<file path="config.mk">
export PLATFORM = sky130hd
export DESIGN_NAME = dzcpu_useq
export DESIGN_NICKNAME = d
export VERILOG_FILES = /design/src/rtl/dzcpu_useq_pkg.sv /design/src/rtl/dzcpu_useq_nctl_dec.sv /design/src/rtl/dzcpu_useq.sv
export SDC_FILE = /design/constraint.sdc
export NUM_CORES = 1
export LEC_CHECK = 0
export ABC_AREA = 1
export BUFFER_PORTS_ARGS = -buffer_cell sky130_fd_sc_hd__buf_2
export CAP_MARGIN = 20
export CORE_ASPECT_RATIO = 0.8
export CORE_MARGIN = 4
export CORE_UTILIZATION = 51
export CTS_CLUSTER_DIAMETER = 60
export CTS_CLUSTER_SIZE = 40
export DETAILED_ROUTE_END_ITERATION = 7
export GPL_ROUTABILITY_DRIVEN = 1
export HOLD_SLACK_MARGIN = 0.15
export PLACE_DENSITY = 0.85
export SLEW_MARGIN = 40
export SYNTH_ARGS = -nofsm -noshare
export SYNTH_HDL_FRONTEND = slang
export SYNTH_SLANG_ARGS = --single-unit
</file>
<file path="constraint.sdc">
create_clock -name iClock -period 3 [get_ports iClock]
set_input_delay 0.3 -clock iClock [delete_from_list [all_inputs] [get_ports iClock]]
set_output_delay 0.3 -clock iClock [all_outputs]
set_load 0.1 [all_outputs]
</file>
<file path="src/rtl/dzcpu_useq_pkg.sv">
// Shared definitions for the dzcpu micro-sequencer: next-control codes, uop field slices, FSM states.
package dzcpu_useq_pkg;

  localparam int NC_MSB    = 11;
  localparam int NC_LSB    = 9;
  localparam int PAYLOAD_W = 9;

  typedef enum logic [2:0] {
    NC_OP         = 3'd0,
    NC_INC        = 3'd1,
    NC_EOF        = 3'd2,
    NC_INC_EOF    = 3'd3,
    NC_INC_EOF_Z  = 3'd4,
    NC_EOF_FU     = 3'd5,
    NC_INC_EOF_FU = 3'd6,
    NC_JCB        = 3'd7
  } nctl_e;

  typedef enum logic [2:0] {
    ST_FETCH      = 3'd0,
    ST_DISPATCH   = 3'd1,
    ST_EXEC       = 3'd2,
    ST_CBFETCH    = 3'd3,
    ST_CBDISPATCH = 3'd4
  } state_e;

endpackage

</file>
<file path="src/rtl/dzcpu_useq_nctl_dec.sv">
// Decodes a uop next-control field (plus Z flag) into advance/end/inc/flag-update/CB-jump controls.
// Latency: purely combinational.
// Backpressure: none; the caller qualifies the outputs with its stall.
module dzcpu_useq_nctl_dec
  import dzcpu_useq_pkg::*;
(
  input  logic [2:0] nc,
  input  logic       flag_z,
  output logic       adv,
  output logic       fin,
  output logic       inc,
  output logic       fu,
  output logic       jcb
);

  always_comb begin
    adv = 1'b0;
    fin = 1'b0;
    inc = 1'b0;
    fu  = 1'b0;
    jcb = 1'b0;
    case (nctl_e'(nc))
      NC_OP:         adv = 1'b1;
      NC_INC:        begin adv = 1'b1; inc = 1'b1; end
      NC_EOF:        fin = 1'b1;
      NC_INC_EOF:    begin fin = 1'b1; inc = 1'b1; end
      NC_INC_EOF_Z:  begin inc = 1'b1; fin = flag_z; adv = ~flag_z; end
      NC_EOF_FU:     begin fin = 1'b1; fu = 1'b1; end
      NC_INC_EOF_FU: begin fin = 1'b1; inc = 1'b1; fu = 1'b1; end
      NC_JCB:        begin inc = 1'b1; jcb = 1'b1; end
      default:       ;
    endcase
  end

endmodule

</file>
<file path="src/rtl/dzcpu_useq.sv">
// dzcpu micro-sequencer: latches opcodes, walks the ucode ROM, issues one registered uop per cycle.
// Latency: opcode accepted -> first uop valid 2 cycles later; watchdog via DZCPU_USEQ_WATCHDOG_EN.
// Backpressure: iStall freezes EXEC (no uop, no pulses); fetch states wait on iMopValid.
module dzcpu_useq
  import dzcpu_useq_pkg::*;
#(
  parameter int UPC_W = 8,
  parameter int UOP_W = 12
`ifdef DZCPU_USEQ_WATCHDOG_EN
  ,
  parameter int MAX_FLOW_LEN = 32
`endif
) (
  input  logic             iClock,
  input  logic             iReset,
  input  logic [7:0]       iMop,
  input  logic             iMopValid,
  input  logic             iStall,
  input  logic             iFlagZ,
  output logic [7:0]       oMop,
  input  logic [7:0]       iFlowIdx,
  input  logic [7:0]       iCbFlowIdx,
  output logic [UPC_W-1:0] oUopAddr,
  input  logic [UOP_W-1:0] iUop,
  output logic [8:0]       oUop,
  output logic             oUopValid,
  output logic             oIncPc,
  output logic             oFlagUpdate,
  output logic             oFetchReq,
  output logic             oHang
);

  state_e                 state, state_nxt;
  logic [UPC_W-1:0]       upc, upc_nxt;
  logic [7:0]             mop_nxt;
  logic [PAYLOAD_W-1:0]   uop_nxt;
  logic                   vld_nxt, inc_nxt, fu_nxt, fetch_nxt;
  logic                   dec_adv, dec_fin, dec_inc, dec_fu, dec_jcb;

`ifdef DZCPU_USEQ_WATCHDOG_EN
  localparam int CNT_W = $clog2(MAX_FLOW_LEN + 1);
  logic [CNT_W-1:0] cnt, cnt_nxt;
  logic             hang, hang_nxt;
`endif

  dzcpu_useq_nctl_dec u_dec (
    .nc     (iUop[NC_MSB:NC_LSB]),
    .flag_z (iFlagZ),
    .adv    (dec_adv),
    .fin    (dec_fin),
    .inc    (dec_inc),
    .fu     (dec_fu),
    .jcb    (dec_jcb)
  );

  always_comb begin
    state_nxt = state;
    upc_nxt   = upc;
    mop_nxt   = oMop;
    uop_nxt   = oUop;
    vld_nxt   = 1'b0;
    inc_nxt   = 1'b0;
    fu_nxt    = 1'b0;
`ifdef DZCPU_USEQ_WATCHDOG_EN
    cnt_nxt   = cnt;
    hang_nxt  = hang;
`endif
    case (state)
      ST_FETCH, ST_CBFETCH: begin
        if (iMopValid) begin
          mop_nxt   = iMop;
          state_nxt = (state == ST_FETCH) ? ST_DISPATCH : ST_CBDISPATCH;
        end
      end
      ST_DISPATCH, ST_CBDISPATCH: begin
        upc_nxt   = (state == ST_DISPATCH) ? UPC_W'(iFlowIdx) : UPC_W'(iCbFlowIdx);
        state_nxt = ST_EXEC;
`ifdef DZCPU_USEQ_WATCHDOG_EN
        cnt_nxt   = '0;
`endif
      end
      ST_EXEC: begin
        if (!iStall) begin
          uop_nxt = iUop[PAYLOAD_W-1:0];
          vld_nxt = 1'b1;
          inc_nxt = dec_inc;
          fu_nxt  = dec_fu;
          if (dec_adv) upc_nxt = upc + 1'b1;
          if (dec_fin) begin
            state_nxt = ST_FETCH;
            upc_nxt   = '0;
          end else if (dec_jcb) begin
            state_nxt = ST_CBFETCH;
          end
`ifdef DZCPU_USEQ_WATCHDOG_EN
          // The uop that reaches the limit is still issued; the flow is then abandoned.
          cnt_nxt = cnt + 1'b1;
          if (dec_fin) begin
            cnt_nxt = '0;
          end else if (cnt_nxt == CNT_W'(MAX_FLOW_LEN)) begin
            hang_nxt  = 1'b1;
            state_nxt = ST_FETCH;
            upc_nxt   = '0;
            cnt_nxt   = '0;
          end
`endif
        end
      end
      default: state_nxt = ST_FETCH;
    endcase
    // Registered so the request trails an end-of-flow uop by one cycle.
    fetch_nxt = ((state == ST_FETCH) || (state == ST_CBFETCH)) && !iMopValid;
  end

  always_ff @(posedge iClock) begin
    if (iReset) begin
      state       <= ST_FETCH;
      upc         <= '0;
      oMop        <= '0;
      oUop        <= '0;
      oUopValid   <= 1'b0;
      oIncPc      <= 1'b0;
      oFlagUpdate <= 1'b0;
      oFetchReq   <= 1'b0;
`ifdef DZCPU_USEQ_WATCHDOG_EN
      cnt         <= '0;
      hang        <= 1'b0;
`endif
    end else begin
      state       <= state_nxt;
      upc         <= upc_nxt;
      oMop        <= mop_nxt;
      oUop        <= uop_nxt;
      oUopValid   <= vld_nxt;
      oIncPc      <= inc_nxt;
      oFlagUpdate <= fu_nxt;
      oFetchReq   <= fetch_nxt;
`ifdef DZCPU_USEQ_WATCHDOG_EN
      cnt         <= cnt_nxt;
      hang        <= hang_nxt;
`endif
    end
  end

  assign oUopAddr = upc;

`ifdef DZCPU_USEQ_WATCHDOG_EN
  assign oHang = hang;
`else
  assign oHang = 1'b0;
`endif

endmodule

</file>
==> results by group <==
CTS
  – Clock sink count: 32
  – CTS Buffer Depth: 2
  – PostCTS Resize Cnt: 0
  – CTS tree: built
  – Clock slew at reported path FFs: 0.06 ns
  – Number of post-CTS setup repair buffers: 0
  – CTS root buf: clkbuf_8
  – CTS Buf Count: 5
  – H-tree levels: 2
  – Post-CTS Hold Fix Bufs: 0
  – Worst skew pair latency: 0.28 ns

Power and ir drop
  – Clk network pwr share: 11.3%
  – Seq pwr share: 25.6%
  – Sw power: 1.66 mW
  – Total power: 2.70 mW
  – Power density over the cells: 1290 nW/um^2
  – Internal Power: 1.04 mW
  – Leakage: 1.14 nW
  – Logic pwr share: 63.0%
  – Net Sw Frac: 61.4%
  – Worst vdd ir: 0.618 mV

STA
  – Final Hold Violating Endpoints: 0
  – TNS Setup: 0 ns
  – Post-Route Skew: 0.00220 ns
  – Final Worst Setup Slack: 1.43 ns
  – RSZ-0062 raised after global routing: false
  – Fmax: 637 MHz
  – Max-slew headroom: 54.2%
  – Minimum clock period: 1.57 ns
  – Worst Max-Slew Pin Slew: 0.686 ns
  – Max Slew Vio Count: 0
  – Final setup fails: 0
  – Final period utilization: 52.3%

Critical path
  – Crit path cell chain: nor2_2 > nand2_2 > nor2_4 > clkinv_1 > nor2_1 > nor2_1
  – Startpoint types: flop
  – Top Family by Delay on Critical Path: simple AND/OR/NAND/NOR gates
  – CP required: 3.17 ns
  – CP arrival: 1.74 ns
  – Critical path endpoint category: flop
  – CP peak stage delay: 0.37 ns
  – Crit path max-delay cell type: dfxtp_1
  – CP Class: reg2reg
  – Most frequent CP cell: nor2_1
  – CP Buf/Inv Count: 1
  – Critical Path Fanout Max: 11

Flow run
  – Max-cap viol count: 0

Place
  – Dpl ws: 1.48 ns
  – DP Wirelength: 3.11 mm
  – Number of port buffers: 69
  – RePlAce Congestion: 0.889

Logic synthesis
  – Syn_nets: 290
  – Cell variety after synth: 30
  – Synth Area in XOR/XNOR: 1.58%
  – Mapped cell area: 1660 um^2
  – Syn Area/Cell: 6.69 um^2
  – Mux cell area share after synthesis: 0%
  – Post-synthesis sequential area ratio: 38.6%
  – Mapped Cells: 248
  – Synthesis-stage register bit count: 32
  – Syn. warnings: 0
  – Post-synthesis simple-gate area fraction: 37.3%
  – Synth Area in Compound Gates: 11.9%
  – Adder-Cell Fraction of Synth Area: 0.754%
  – Largest family of logic cells by synthesized area: simple AND/OR/NAND/NOR gates

Floorplan
  – Die height: 59.0 um
  – IO Pins: 71
  – Die span in x: 71.8 um
  – Rows: 18
  – Core region area: 3110 um^2
  – Die ar.: 4240 um^2
  – Initial Util: 53.4%

Hold path
  – Worst Hold Class: in2reg

GRT
  – Congestion Overflow GR: 0
  – Pin count of the biggest net entering global routing: 27
  – Global-route wire length before repair: 6.57 mm
  – GR Util All Layers: 19.7%
  – Initial antenna violation count: 0
  – Vias in the first global route: 1529

Layout
  – Fin nets: 360
  – Area growth syn-to-layout: 25.8%
  – Diodes inserted: 0
  – Layout cells sized above 1: 30.2%

Route
  – Antenna-violating nets left: 0
  – WL per Instance: 11.4 um
  – Initial DRT Pass Iterations: 4
  – Initial DRC count: 94
  – Total Routed Length: 4.08 mm
  – DRC viols: 0
  – Drt via density: 4.80
  – Vias: 1718

Outcome
  – Outcome: completed
tightest hold or removal path, delay by kind of cell:
kind / cells / cell delay (ns)
AND/OR/NAND/NOR: 2 / 0.11
buffers and inverters: 1 / 0.07
area by class of cell:
type	count	area [um^2]
clock buffer	6	72.6
clock inverter	1	5.00
fill	289	1020
inverter	29	114
multi-input combinational	181	860
sequential	32	641
tap	40	50.0
timing repair buffer	69	345
layer usage:
layer	track usage (%)	up-vias	share of wire, %
li1	-	913	-
met1	25.5	749	46
met2	31.9	48	47
met3	4.41	8	4.9
met4	8.31	0	1.9
met5	0	-	0
registers in the layout, summed over array words and instances, names as in the netlist:
name,cells
oFetchReq,1
oFlagUpdate,1
oIncPc,1
oMop,8
oUop,9
oUopAddr,8
oUopValid,1
state,3
worst paths after layout:
kind,startpoint,endpoint,slack (ns),cells after the start
setup / recovery,state[2],oUop[7],1.43,6
hold / removal,iUop[0],oUop[0],0.24,3
setup reg to reg,state[2],oUop[7],1.43,6
hold reg to reg,oMop[1],oMop[1],0.48,2
logic make-up after synthesis:
kind of cell	count (synthesis)
buffers and inverters	35
other	1
adders and majority gates	1
xor gates and xnor gates	3
AOI/OAI and AO/OA	36
and+or+nand+nor	140
DFF	32
cell usage after synthesis:
| library cell | instances | area, um^2 |
|---|---|---|
| a211oi_1 | 2 | 15.0 |
| a21oi_1 | 2 | 10.0 |
| buf_4 | 2 | 15.0 |
| buf_6 | 2 | 22.5 |
| clkbuf_1 | 2 | 7.51 |
| clkinv_1 | 1 | 3.75 |
| clkinv_4 | 1 | 8.76 |
| conb_1 | 1 | 3.75 |
| dfxtp_1 | 32 | 641 |
| ha_1 | 1 | 12.5 |
| inv_1 | 24 | 90.1 |
| inv_2 | 3 | 11.3 |
| nand2_1 | 39 | 146 |
| nand2_2 | 7 | 43.8 |
| nand2_4 | 2 | 22.5 |
| nand3_1 | 8 | 40.0 |
| nand3_2 | 1 | 10.0 |
| nand3_4 | 1 | 17.5 |
| nand3b_1 | 2 | 15.0 |
| nand4_1 | 3 | 18.8 |
| nor2_1 | 72 | 270 |
| nor2_2 | 2 | 12.5 |
| nor2_4 | 1 | 11.3 |
| nor3_1 | 1 | 5.00 |
| o21ai_0 | 27 | 135 |
| o21ai_1 | 1 | 5.00 |
| o21ai_2 | 2 | 17.5 |
| o21bai_1 | 2 | 15.0 |
| or2_2 | 1 | 6.26 |
| xnor2_1 | 3 | 26.3 |
cells in the final DEF (no fill, tap or decap), types with 2 or more instances in the layout:
cell / Yosys / final
nand4_1: 3 / 3
dfxtp_1: 32 / 32
buf_2: 0 / 69
nand2_2: 7 / 7
o21ai_2: 2 / 2
nand3b_1: 2 / 2
nand2_4: 2 / 2
nand3_1: 8 / 8
a21oi_1: 2 / 2
xnor2_1: 3 / 3
clkbuf_8: 0 / 5
inv_1: 24 / 24
o21ai_0: 27 / 27
nor2_2: 2 / 2
inv_2: 3 / 3
nor2_1: 72 / 72
a211oi_1: 2 / 2
nand2_1: 39 / 39
o21bai_1: 2 / 2
power groups by stage:
| stage | clock network (mW) | logic [mW] | registers, mW |
|---|---|---|---|
| 3_5_place_dp | 0 | 1.69 | 0.699 |
| 3_3_place_gp | 0 | 1.67 | 0.693 |
| 6_report | 0.306 | 1.70 | 0.691 |
| 4_1_cts | 0.308 | 1.70 | 0.692 |
| 2_1_floorplan | 0 | 0.580 | 1.57 |
| 5_1_grt | 0.325 | 1.82 | 0.715 |
metrics by stage:
step,utilization [%],hold slack (ns),cell area [um^2],instances
6_report,67.1,0.245,2090,358
5_1_grt,67.1,0.242,2090,358
4_1_cts,67.1,0.241,2090,358
3_5_place_dp,64.7,0.470,2010,351
3_3_place_gp,64.7,0.455,2010,351
2_1_floorplan,-,0.372,1660,248
Power figures use the tool's default switching activity.
